## config.mk

```make
export PLATFORM = sky130hd
export DESIGN_NAME = rhythm_lane_judge
export DESIGN_NICKNAME = d
export VERILOG_FILES = /design/src/rtl/rhythm_lane_judge.sv
export SDC_FILE = /design/constraint.sdc
export NUM_CORES = 1
export LEC_CHECK = 0
export CAP_MARGIN = 25
export CORE_MARGIN = 4
export CORE_UTILIZATION = 61
export CTS_BUF_LIST = sky130_fd_sc_hd__clkbuf_2 sky130_fd_sc_hd__clkbuf_4 sky130_fd_sc_hd__clkbuf_8
export DETAILED_ROUTE_END_ITERATION = 8
export HOLD_SLACK_MARGIN = 0.1
export PLACE_DENSITY = 0.88
export SYNTH_ARGS = -nofsm -noshare
export SYNTH_HDL_FRONTEND = slang
export SYNTH_SLANG_ARGS = --single-unit
```

## constraint.sdc

```tcl
create_clock -name i_Clk -period 17.9 [get_ports i_Clk]
set_input_delay 4.475 -clock i_Clk [delete_from_list [all_inputs] [get_ports i_Clk]]
set_output_delay 4.475 -clock i_Clk [all_outputs]
set_load 0.01 [all_outputs]
```

## src/rtl/rhythm_lane_judge.sv

```systemverilog
// rhythm_lane_judge
//   Judges button pushes on four independent lanes against a per-lane timing
//   window. Each lane is armed by a note pulse and judged PERFECT, GOOD or
//   MISS. It also keeps the running score, the current combo and the maximum
//   combo for the display logic.
//
// Ports
//   i_Clk       system clock
//   i_Rst       synchronous active-high reset
//   i_Clear     synchronous game restart (same effect as i_Rst)
//   i_Tick      one-cycle timing enable that advances armed windows
//   i_fPush[3:0]  one-cycle push pulses, one bit per lane
//   i_Note[3:0]   one-cycle pulses that open a lane's judgement window
//   o_Perfect/o_Good/o_Miss[3:0]  registered one-cycle judgement pulses
//   o_Score[15:0]      accumulated score, saturating at 16'hFFFF
//   o_Combo[9:0]       current combo, saturating at 1023
//   o_MaxCombo[9:0]    highest combo since reset/clear
module rhythm_lane_judge #(
  parameter int WIN_LEN  = 20,
  parameter int PERF_LO  = 8,
  parameter int PERF_HI  = 11,
  parameter int PERF_PTS = 2,
  parameter int GOOD_PTS = 1
) (
  input  logic        i_Clk,
  input  logic        i_Rst,
  input  logic        i_Clear,
  input  logic        i_Tick,
  input  logic [3:0]  i_fPush,
  input  logic [3:0]  i_Note,
  output logic [3:0]  o_Perfect,
  output logic [3:0]  o_Good,
  output logic [3:0]  o_Miss,
  output logic [15:0] o_Score,
  output logic [9:0]  o_Combo,
  output logic [9:0]  o_MaxCombo
);

  localparam int CNT_W = $clog2(WIN_LEN + 1);
  localparam logic [CNT_W-1:0] CNT_LAST  = CNT_W'(WIN_LEN - 1);
  localparam logic [CNT_W-1:0] PERF_LO_C = CNT_W'(PERF_LO);
  localparam logic [CNT_W-1:0] PERF_HI_C = CNT_W'(PERF_HI);

  typedef enum logic {IDLE, ARMED} lane_state_t;

  lane_state_t      lane_state [4];
  lane_state_t      lane_state_nxt [4];
  logic [CNT_W-1:0] lane_cnt [4];
  logic [CNT_W-1:0] lane_cnt_nxt [4];

  logic [3:0]  perf_p0, good_p0, miss_p0;
  logic [16:0] score_sum_p0;
  logic [10:0] combo_sum_p0;
  logic [9:0]  combo_nxt_p0, max_nxt_p0;

  logic [3:0]  perfect_p1, good_p1, miss_p1;
  logic [15:0] score_p1;
  logic [9:0]  combo_p1, max_combo_p1;

  logic clr;
  assign clr = i_Rst | i_Clear;

  function automatic logic in_perfect(input logic [CNT_W-1:0] c);
    return (c >= PERF_LO_C) && (c <= PERF_HI_C);
  endfunction

  function automatic logic [2:0] count4(input logic [3:0] v);
    return {2'b00, v[0]} + {2'b00, v[1]} + {2'b00, v[2]} + {2'b00, v[3]};
  endfunction

  function automatic logic [15:0] sat_score(input logic [16:0] s);
    return s[16] ? 16'hFFFF : s[15:0];
  endfunction

  function automatic logic [9:0] sat_combo(input logic [10:0] s);
    return s[10] ? 10'h3FF : s[9:0];
  endfunction

  // Stage p0: per-lane judgement and next lane state
  always_comb begin
    lane_state_nxt = lane_state;
    lane_cnt_nxt   = lane_cnt;
    perf_p0        = '0;
    good_p0        = '0;
    miss_p0        = '0;
    for (int n = 0; n < 4; n++) begin
      unique case (lane_state[n])
        IDLE: begin
          if (i_Note[n]) begin
            if (i_fPush[n]) begin
              // Note and push together: judged at once against cnt=0.
              perf_p0[n] = in_perfect('0);
              good_p0[n] = !in_perfect('0);
            end else begin
              lane_state_nxt[n] = ARMED;
              lane_cnt_nxt[n]   = '0;
            end
          end
        end
        ARMED: begin
          if (i_fPush[n]) begin
            // Push wins over a same-cycle tick: judged on the pre-increment count.
            perf_p0[n]        = in_perfect(lane_cnt[n]);
            good_p0[n]        = !in_perfect(lane_cnt[n]);
            lane_cnt_nxt[n]   = '0;
            lane_state_nxt[n] = i_Note[n] ? ARMED : IDLE;
          end else if (i_Note[n]) begin
            // A fresh note abandons the pending one.
            miss_p0[n]      = 1'b1;
            lane_cnt_nxt[n] = '0;
          end else if (i_Tick) begin
            if (lane_cnt[n] == CNT_LAST) begin
              miss_p0[n]        = 1'b1;
              lane_cnt_nxt[n]   = '0;
              lane_state_nxt[n] = IDLE;
            end else begin
              lane_cnt_nxt[n] = lane_cnt[n] + 1'b1;
            end
          end
        end
        default: lane_state_nxt[n] = IDLE;
      endcase
    end

    score_sum_p0 = {1'b0, score_p1}
                 + 17'(PERF_PTS) * 17'(count4(perf_p0))
                 + 17'(GOOD_PTS) * 17'(count4(good_p0));
    combo_sum_p0 = {1'b0, combo_p1} + 11'(count4(perf_p0)) + 11'(count4(good_p0));
    combo_nxt_p0 = (|miss_p0) ? 10'd0 : sat_combo(combo_sum_p0);
    max_nxt_p0   = (combo_nxt_p0 > max_combo_p1) ? combo_nxt_p0 : max_combo_p1;
  end

  // Stage p1: lane state, judgement pulses and totals
  always_ff @(posedge i_Clk) begin
    if (clr) begin
      for (int n = 0; n < 4; n++) begin
        lane_state[n] <= IDLE;
        lane_cnt[n]   <= '0;
      end
      perfect_p1   <= '0;
      good_p1      <= '0;
      miss_p1      <= '0;
      score_p1     <= '0;
      combo_p1     <= '0;
      max_combo_p1 <= '0;
    end else begin
      lane_state   <= lane_state_nxt;
      lane_cnt     <= lane_cnt_nxt;
      perfect_p1   <= perf_p0;
      good_p1      <= good_p0;
      miss_p1      <= miss_p0;
      score_p1     <= sat_score(score_sum_p0);
      combo_p1     <= combo_nxt_p0;
      max_combo_p1 <= max_nxt_p0;
    end
  end

  assign o_Perfect  = perfect_p1;
  assign o_Good     = good_p1;
  assign o_Miss     = miss_p1;
  assign o_Score    = score_p1;
  assign o_Combo    = combo_p1;
  assign o_MaxCombo = max_combo_p1;

endmodule

```

Yosys cells after proc, flatten, opt, wreduce, memory -nomap -nowiden
Cells that the tools add are included.

Input port bits: 12. Output and inout port bits: 48. Register bits after elaboration: 72. Logic and storage cells: 178.

Muxes and demuxes: 107. Magnitude comparators: 9. $add $sub $neg: 14. Bitwise logic cells: 5. Eq/ne operators: 16. Reductions and logical operators: 13.

Operators by type and width (number): $mux 5 (24); $mux 1 (64); $pmux 5 s2 (4); $pmux 1 s2 (12); $add 5x1->5 const B (4); $eq 5x5->1 const B (4); $ge 5x4->1 const B (4); $le 5x4->1 const B (4); $mux 10 (2); $add 16x4->17 (1); $add 17x3->17 (1); $mux 16 (1); $ne 2x2->1 const B (8); $ne 4x4->1 const B (4); $reduce_and 3->1 (4); $add 10x3->11 (1); $add 11x3->11 (1); $gt 10x10->1 (1); $add 2x1->3 (2); $add 3x1->3 (2); $add 1x1->2 (2); $logic_and 1x1->1 (4); $logic_not 1->1 (4); $not 1->1 (4); 2 further kinds (2).

Depth between registers and ports, before layout
Gate-level depths: netlist (run 1).

Depth after elaboration: 12. Gate-level depth with buffers: 25. Depth with buffers taken out: 23.

Least setup slack after synthesis (run 1)
OpenSTA, ideal clock, no wires.

Kind: input-to-reg. From: input i_fPush[1]. To: register max_combo_p1[7], in the netlist o_MaxCombo[7]. Path buffers: 1. Stages on the path: 22. Required time: 17.817 ns. Data arrival time: 9.251 ns. Setup time: 0.083 ns. Setup slack: 8.566 ns. Cells stage by stage: inv_1 > or2_2 > fa_1 > inv_1 > ha_1 > ha_1 > fa_1 > ha_1 > inv_1 > fa_1 > nor2b_1 > o21ai_0 > or3_1 > o21ai_0 > nor2_1 > ha_1 > nand4_1 > a211oi_1 > a2111oi_2 > buf_2 > o211ai_1 > o31ai_4.

Word-level cells in the longest chain between the ends: 10. Elaborated cells on any way between the ends: 20. Classes of those cells: 8 x add/sub; 1 x order compare; 10 x mux; 1 x reduce/logical.

RTL lines: start: declaration (RTL line 29) `input logic [3:0] i_fPush,`; $mux 1, on equally long branches (RTL line 101, 90); $pmux 1 s2 or $mux 1 (tied branches) (RTL line 87, 89); $add 1x1->2 or $pmux 1 s2 (tied branches) (RTL line 68, 87); $add 2x1->3 or $add 1x1->2 (tied branches) (RTL line 68) `return {2'b00, v[0]} + {2'b00, v[1]} + {2'b00, v[2]} + {2'b00, v[3]};`; $add 3x1->3 or $add 2x1->3 (tied branches) (RTL line 68); $add 10x3->11 or $add 3x1->3 (tied branches) (RTL line 128, 68); $add 11x3->11 (RTL line 128) `combo_sum_p0 = {1'b0, combo_p1} + 11'(count4(perf_p0)) + 11'(count4(good_p0));`; $mux 10 (RTL line 76) `return s[10] ? 10'h3FF : s[9:0];`; $mux 10 (*) (RTL line 129) `combo_nxt_p0 = (|miss_p0) ? 10'd0 : sat_combo(combo_sum_p0);`; named net combo_nxt_p0[9] (RTL line 54) `logic [9:0] combo_nxt_p0, max_nxt_p0;`; $gt 10x10->1 (*) (RTL line 130) `max_nxt_p0 = (combo_nxt_p0 > max_combo_p1) ? combo_nxt_p0 : max_combo_p1;`; end signal: assignment (RTL line 154) `max_combo_p1 <= max_nxt_p0;`; end: declaration (RTL line 58) `logic [9:0] combo_p1, max_combo_p1;`.

The timed path passes the listed nets; every way through them passes the cells marked *. A chain may end at the register's enable or synchronous reset.

Worst setup path after layout (run 1)
Ends and elaborated chain as after synthesis.

==> results by stage, run 1 <==
Setup path:
- For this run, the slowest stage of the critical path takes 0.59 ns.
- The arrival time at the worst endpoint is 10.35 ns.
- The endpoint of the most critical register-to-register path is o_MaxCombo[7].
- The number of cells on the worst reg-to-reg path is 24.
- Among the stages of the critical path, the cell type that occurs most often is ha_1.
- The worst endpoint required time is 18.17 ns.
- The master of the slowest instance on the critical path is a2111oi_2.
- Traced cell by cell, the critical path runs through clkdlybuf4s50_1 > inv_1 > or2_2 > fa_1 > inv_1 > ha_1 > ha_1 > fa_1 > ha_1 > inv_1 > fa_1 > nor2b_1 > o21ai_0 > or3_1 > o21ai_0 > nor2_1 > ha_1 > nand4_1 > a211oi_1 > a2111oi_2 > buf_4 > o211ai_1 > o31ai_4.
- By startpoint and endpoint, the worst setup path is classified as in2reg.
- The worst reg-to-reg setup slack is 11.65 ns.
- STA classifies the critical path startpoint as a primary input.
- STA classifies the critical path endpoint as a flop.
- The start of the worst register-to-register path is lane_cnt[13].
- The critical path's top delay family is adder cells.
- The buffers plus inverters on the worst setup path is 5.
- The critical-path maximum fanout is 11.
- The launching instance or port of the critical path is i_fPush[1].

Pwr:
- The fraction of power spent switching nets is 0.272.
- In this run the static leakage power is 1.93 nW.
- Of the total power, registers draw 0.453.
- The combinational group share of total power is 0.169.
- The switching power total is 0.0994 mW.
- Power spread over the standard cell area amounts to 73.1 mW/mm^2.
- Of the total power, the clock network draws 0.378.
- The worst ir drop on vdd is 0.0621 mV.
- The internal cell power is 0.266 mW.

Yosys:
- For this run, the number of Yosys warnings is 0.
- The most instantiated flip-flop cell in the synthesis netlist is dfxtp_1.
- The synthesized netlist occupies a cell area of 0.00416 sq mm.
- The synthesized netlist net count is 534.
- The distinct cell type count after synthesis is 59.
- The synthesized design contains 72 register bits.
- The sequential share of the synthesized area is 0.347.
- In the post-synthesis netlist, the biggest area contributors are dfxtp_1 35%, ha_1 9.0%, nor2_1 5.0%.
- The number of instances in the synthesized netlist is 483.
- The proportion of netlist area held by the largest area contributor is 0.347.
- The largest total area in the synthesized netlist belongs to dfxtp_1.
- The share of flip-flops with an asynchronous set or reset is 0.
- A synthesized cell averages 8.61 sq um.
- Counting flops with a built-in enable in the synthesized netlist gives 0.

Drt:
- The detailed router finished its first iteration with 182 violations.
- The number of vias per cell after detailed routing is 6.03.
- For this run, design rule violations remaining after detail routing come to 0.
- The wire length per cell after detailed routing is 15.7 microns.
- Summed over all layers, the routed wires come to 9730 microns.
- The via total after detailed routing is 3745.
- The residual antenna-violating net count after detailed routing is 0.
- For this run, the detailed router's first-pass iteration total came to 4.

Min path:
- The hold path depth is 2.
- The type of the most critical hold path is reg2reg.
- The startpoint identified for the worst hold timing path is lane_cnt[4].
- The capture endpoint of the worst hold path is lane_cnt[4].

Layout:
- The area growth from synthesis to layout is 20.1%.
- The layout cell share with drive strength beyond 1 is 0.0570.
- The post-layout net count is 591.
- After filler insertion, the fill cell instance count of the layout stands at 429.
- 0 antenna diodes ended up in the layout.

Timing:
- The final number of max-transition violations was 0.
- Setup repair after global routing left no endpoint under its margin.
- The actual transition at the worst max-transition pin is 0.817 ns.
- The worst-case headroom to the max-slew limit is 0.455.
- The peak clock frequency supported by timing is 99.2 MHz.
- After layout, the minimum clock period comes to 10.08 ns.
- The final setup skew is 0.00726 ns.
- Setup violations remaining at the end of the flow were counted as 0.
- The count of endpoints failing hold in the final timing report is 0.
- Across all hold checks on the routed design, the worst slack comes to 0.513 ns.
- The accumulated negative setup slack is 0 ns.
- In the finished design, the share of the clock period the worst path needs comes to 0.563.

Clocking:
- The clock net sink count is 72.
- TritonCTS built the clock tree.
- Buffers inserted during clock tree synthesis total 9.
- The cell sitting at the root of the clock tree is a clkbuf_8.
- The later pin in the worst-skew pair is clocked with a latency of 0.35 ns.
- The post-CTS setup buffer count is 0.
- No sink is reached through more buffers than the 2 on the longest clock path.
- After clock tree synthesis, the flow added hold-fix buffers numbering 0.
- The number of cells upsized or downsized after cts is 0.
- The count of H-tree levels built during CTS is 3.
- The clock transition time at the flip-flop clock pins of the worst setup and hold paths is 0.07 ns.

Die:
- The placeable core area is 0.00649 sq mm.
- The die boundary width is 90.6 microns.
- The die covers 0.00820 sq mm.
- The initialized floorplan defines 29 standard-cell rows.
- For this design the top-level I/O count stands at 60.
- The initial cell density of the core is 0.640.
- The floorplan die height is 90.6 microns.

Run:
- Across the run, the number of max-cap violations was 0.

GRT:
- For this run, the total global-route usage over all layers was measured as 0.243.
- The pin count of the biggest net entering global routing is 42.
- The total global routing overflow is 0.
- The wire length of the first global-routing pass is 16500 microns.
- The number of antenna violations at the first check in global routing is 0.
- The via count of the first global-routing pass is 3630.

Placement:
- Routability-driven placement finished with a final weighted congestion of 0.881.
- The number of port buffers is 59.
- Summed over all nets, the half-perimeter wirelength after detailed placement is 7040 microns.

Status:
- The run finished with clean final reports.
## kinds of logic (layout without fill, tap and decap cells)
group           count (synthesis)  in the layout  synth area share
fa+ha+maj                      39             39             0.134
compound gates                118            118             0.193
xor+xnor                       19             19            0.0400
simple gates                  166            166             0.214
flops                          72             72             0.347
buf+inv                        65            126            0.0635
mux                             4              4           0.00963
## final cells by class
type / instances / area [sq um] / share of cell area
Tap cell: 77 / 96.3 / 0.0193
Multi-Input combinational cell: 346 / 2450 / 0.491
Timing Repair Buffer: 61 / 606 / 0.121
Clock inverter: 4 / 70.1 / 0.0140
Clock buffer: 11 / 139 / 0.0278
Sequential cell: 72 / 1440 / 0.289
Inverter: 50 / 188 / 0.0376
## cell usage after synthesis, drive strengths merged, types with 5 or more instances
cell,instances
nor4bb,6
nand3,15
o31ai,9
nand2,27
xnor2,7
clkbuf,9
or2,6
fa,9
buf,6
o21ai,26
xor2,12
nor3,7
nor2,55
o211ai,16
dfxtp,72
and3,7
inv,50
and2,6
ha,30
nand4,10
a21oi,31
o41ai,5
## sequential cells by signal, indices dropped and copies added (netlist names)
name and flops:
o_MaxCombo 10, lane_state 4, o_Perfect 4, o_Combo 10
o_Score 16, o_Miss 4, lane_cnt 20, o_Good 4
## layout by cell type, fill, tap and decap left out, types with 10 or more instances in the layout
cell type,synthesis,layout
a21oi_1,31,31
clkdlybuf4s50_1,0,59
dfxtp_1,72,72
ha_1,30,30
inv_1,50,50
nand2_1,26,26
nand3_1,15,15
nand4_1,10,10
nor2_1,55,55
o211ai_1,16,16
o21ai_0,25,25
xor2_1,12,12
## tightest hold or removal path, delay by kind of cell, from the launching register on
| kind | cells | cell delay, ns |
|---|---|---|
| flip-flops | 1 | 0.34 |
| AND/OR/NAND/NOR | 1 | 0.08 |
| AO/OA/AOI/OAI | 1 | 0.05 |
## routing by layer
layer	vias up	wire length, microns	global-route usage
met5	-	0	0
met4	0	240	0.0778
met3	27	519	0.0617
met2	108	4780	0.417
met1	1792	4190	0.297
li1	1818	-	-
## power groups by stage
stage          clock network, mW  registers, mW  logic [mW]
2_1_floorplan                  0          0.169      0.0414
3_3_place_gp                   0          0.169      0.0583
3_5_place_dp                   0          0.169      0.0600
4_1_cts                    0.140          0.165      0.0613
5_1_grt                    0.145          0.166      0.0685
6_report                   0.138          0.165      0.0618
## worst max-delay path by stage
stage                    endpoint  slack (ns)  cells after the start
floorplan           o_MaxCombo[7]        8.57                     22
global placement    o_MaxCombo[7]        7.83                     23
detailed placement  o_MaxCombo[7]        7.66                     23
CTS                 o_MaxCombo[7]        7.88                     23
global route        o_MaxCombo[7]        7.45                     23
finish              o_MaxCombo[7]        7.82                     23
## through the flow
stage	setup slack [ns]	instances	cell area, sq um	util	power (mW)
after global placement	7.83	606	4780	0.737	0.227
after global routing	7.45	621	4990	0.769	0.380
after CTS	7.88	621	4990	0.769	0.367
after detailed placement	7.66	606	4780	0.737	0.229
after floorplan	8.57	483	4160	-	0.211
final	7.82	621	4990	0.769	0.365
Note: power is estimated with default switching activity, not from simulation.
==> run 2: changes to the inputs <==
- CORE_UTILIZATION: 61 -> 57
- PLACE_DENSITY: 0.88 -> 0.83
- clock period: 17.9 -> 9.4 ns (I/O delays scaled with it)
==> run 2 against run 1 <==
  * Routed wire length rose by 1.8%
  * Clock power rose by 78%
  * Sequential power rose by 90%
  * First-iteration DRC count rose by 33%
  * Utilization fell by 4.8 points
  * Die area rose by 6.4%
  * Global-route usage fell by 1.2 points
  * Sequential cell count did not move
  * Clock skew fell by 0.0028 ns
  * Combinational power rose by 89%
  * Final cell count rose by 3.2%
==> results by stage, run 2 (same netlist as run 1, synthesis figures left out) <==
Drt:
- The wire length per cell after detailed routing is 15.5 microns (was 15.7 microns).
- The count of routing violations after the opening detailed-route iteration is 242 (was 182).
- The number of vias per cell after detailed routing was 5.88 (was 6.03).
- The via total after detailed routing is 3772 (was 3745).
- The total DRC errors in the routed layout is 0 (unchanged).
- The residual antenna-violating net count after detailed routing is 0 (unchanged).
- The total wire length was 9900 microns (was 9730 microns).
- The number of detailed-route iterations in the first pass is 5 (was 4).

GRT:
- The total global routing overflow is 0 (unchanged).
- The combined global-route utilization of all metal layers is 0.231 (was 0.243).
- The pin count of the biggest net entering global routing was 42 (unchanged).
- The via count of the first global-routing pass came to 3582 (was 3630).
- The number of antenna violations at the first check in global routing is 0 (unchanged).
- The wire length of the first global-routing pass is 16200 microns (was 16500 microns).

Layout:
- The number of cells in the finished layout apart from fillers came to 641 (was 621).
- The area occupied by multi-input gates is 0.00245 sq mm (unchanged).
- The count of fill cells added during filler insertion was 548 (was 429).
- The register area is 0.00144 sq mm (unchanged).
- The area growth from synthesis to layout was 20.3% (was 20.1%).
- The number of antenna repair diodes came to 0 (unchanged).
- The layout cell share with drive strength beyond 1 came to 0.0587 (was 0.0570).
- The register bank with the most flops is lane_cnt (unchanged).
- The post-layout net count is 591 (unchanged).
- The flip-flop count of the largest register, all copies and words added was 20 (unchanged).
- Most used cells in the layout excluding fill and tap cells: 72 x dfxtp_1, 59 x clkdlybuf4s50_1, 55 x nor2_1 (unchanged).
- The most common cell after layout, fill and taps aside is dfxtp_1 (unchanged).

Min path:
- The startpoint of the lowest-slack hold path is lane_cnt[0] (was lane_cnt[4]).
- The capture endpoint of the worst hold path is lane_cnt[0] (was lane_cnt[4]).
- The type of the most critical hold path is reg2reg (unchanged).
- The hold path depth came to 2 (unchanged).

Clocking:
- The TritonCTS clock tree is done (unchanged).
- The hold-fix buffer count after cts came to 0 (unchanged).
- The clock transition time at the flip-flop clock pins of the worst setup and hold paths came to 0.08 ns (was 0.07 ns).
- The cell at the root of the clock tree was clkbuf_8 (unchanged).
- The clock net sink count is 72 (unchanged).
- The total CTS buffers is 9 (unchanged).
- The count of H-tree levels built during CTS came to 3 (unchanged).
- The clock insertion delay at the later pin of the skew report is 0.36 ns (was 0.35 ns).
- The number of buffers on the longest clock path is 2 (unchanged).
- The post-CTS setup buffer count is 0 (unchanged).
- The number of cells upsized or downsized after cts is 0 (unchanged).

Setup path:
- The critical path launch point type was a primary input (unchanged).
- The number of cell instances on the worst register-to-register path is 24 (unchanged).
- The largest stage delay on the critical path is 0.56 ns (was 0.59 ns).
- The worst reg-to-reg setup slack is 3.26 ns (was 11.65 ns).
- The master of the slowest instance on the critical path is fa_1 (was a2111oi_2).
- The critical-path maximum fanout came to 15 (was 11).
- The arrival time at the worst endpoint is 8.12 ns (was 10.35 ns).
- The type of the worst setup path is in2reg (unchanged).
- CP cell instances: clkdlybuf4s50_1 > inv_1 > or2_2 > fa_1 > inv_1 > ha_1 > ha_1 > inv_1 > fa_1 > inv_1 > ha_1 > a211oi_1 > nor3_1 > or3_1 > o21ai_0 > nor2_1 > ha_1 > nand4_1 > a211oi_1 > a2111oi_2 > buf_4 > o211ai_1 > o31ai_4 (was clkdlybuf4s50_1 > inv_1 > or2_2 > fa_1 > inv_1 > ha_1 > ha_1 > fa_1 > ha_1 > inv_1 > fa_1 > nor2b_1 > o21ai_0 > or3_1 > o21ai_0 > nor2_1 > ha_1 > nand4_1 > a211oi_1 > a2111oi_2 > buf_4 > o211ai_1 > o31ai_4).
- The kind of capture point of the worst setup path is a flop (unchanged).
- The endpoint of the most critical register-to-register path is o_MaxCombo[7] (unchanged).
- The start of the worst register-to-register path is lane_cnt[13] (unchanged).
- The worst endpoint required time is 9.64 ns (was 18.17 ns).

Die:
- The full die area is 0.00873 sq mm (was 0.00820 sq mm).
- The die boundary width came to 93.4 microns (was 90.6 microns).
- The top-level I/O count is 60 (unchanged).
- The initial cell density of the core came to 0.599 (was 0.640).
- The floorplan die height is 93.4 microns (was 90.6 microns).
- The placeable core area is 0.00694 sq mm (was 0.00649 sq mm).
- The floorplan row count was 30 (was 29).

Timing:
- The share of the clock period used by the worst path after layout is 0.838.
- The accumulated negative setup slack is 0 ns (unchanged).
- The worst-case headroom to the max-slew limit is 0.448 (was 0.455).
- The actual transition at the worst max-transition pin was 0.828 ns (was 0.817 ns).
- The count of endpoints failing hold in the final timing report is 0 (unchanged).
- RSZ-0062 raised after global routing: false (unchanged).
- The final setup skew came to 0.00448 ns (was 0.00726 ns).
- The worst hold slack is 0.510 ns (was 0.513 ns).
- The shortest clock period the worst path allows after layout is 7.88 ns.
- Derived from the worst setup path, the maximum achievable clock frequency is 127 MHz.
- The final number of max-transition violations was 0 (unchanged).
- The number of endpoints failing setup at the final stage came to 0 (unchanged).

Pwr:
- The leakage power figure was 1.91 nW (was 1.93 nW).
- The combinational group share of total power is 0.174 (was 0.169).
- The register share of total power is 0.465 (was 0.453).
- The internal cell power came to 0.475 mW (was 0.266 mW).
- The total chip power is 0.676 mW (was 0.365 mW).
- The worst ir drop on vdd is 0.0727 mV (was 0.0621 mV).
- The power density relative to cell area is 135 mW/mm^2 (was 73.1 mW/mm^2).
- The relative contribution of the clock network to total power is 0.362 (was 0.378).
- The switching power total was 0.201 mW (was 0.0994 mW).
- The fraction of power spent switching nets came to 0.298 (was 0.272).

Status:
- Result of the run: finished, final reports clean (unchanged).

Placement:
- The post-detailed-placement half-perimeter wirelength is 7010 microns (was 7040 microns).
- The number of placed instances with taps included was 625 (was 606).
- The placer congestion estimate is 0.940 (was 0.881).
- The number of port buffers came to 59 (unchanged).

Run:
- The max capacitance violation total is 0 (unchanged).
[run 2: cell type report]
type / count / share of cell area
Timing Repair Buffer: 61 / 0.121
Tap cell: 96 / 0.0240
Clock inverter: 7 / 0.0145
Clock buffer: 9 / 0.0248
Multi-Input combinational cell: 346 / 0.490
Sequential cell: 72 / 0.288
Inverter: 50 / 0.0375
[run 2: worst max-delay path, delay by kind of cell]
kind / cells / cell delay [ns]
AND/OR/NAND/NOR: 5 / 1.14
adder cells (fa/ha/maj): 6 / 2.00
buffers and inverters: 6 / 1.09
AO/OA/AOI/OAI: 6 / 1.52
[run 2: per-layer routing]
| metal | global-route usage | vias up | wire length (microns) |
|---|---|---|---|
| met5 | 0 | - | 0 |
| met4 | 0.110 | 0 | 287 |
| met3 | 0.0555 | 40 | 599 |
| met2 | 0.377 | 142 | 4710 |
| met1 | 0.285 | 1759 | 4300 |
| li1 | - | 1831 | - |
[run 2: power by group through the flow]
stage	sequential [mW]	combinational, mW	clock (mW)
floorplan	0.322	0.0789	0
detailed placement	0.322	0.115	0
global route	0.315	0.130	0.262
finish	0.314	0.117	0.245
global placement	0.322	0.111	0
CTS	0.314	0.116	0.248
[run 2: how the worst max path moves through the flow]
stage | endpoint | slack, ns | from
2_1_floorplan | o_MaxCombo[7] | 2.19 | i_fPush[1]
3_3_place_gp | o_MaxCombo[0] | 1.57 | i_fPush[1]
3_5_place_dp | o_MaxCombo[7] | 1.36 | i_fPush[1]
4_1_cts | o_MaxCombo[7] | 1.63 | i_fPush[1]
5_1_grt | o_MaxCombo[2] | 1.16 | i_fPush[1]
6_report | o_MaxCombo[7] | 1.52 | i_fPush[1]
[run 2: per-stage QoR]
| stage | setup WS, ns | util | area (sq um) |
|---|---|---|---|
| finish | 1.52 | 0.721 | 5000 |
| global route | 1.16 | 0.721 | 5000 |
| CTS | 1.63 | 0.721 | 5000 |
| detailed placement | 1.36 | 0.692 | 4810 |
| global placement | 1.57 | 0.692 | 4810 |
| floorplan | 2.19 | - | 4160 |
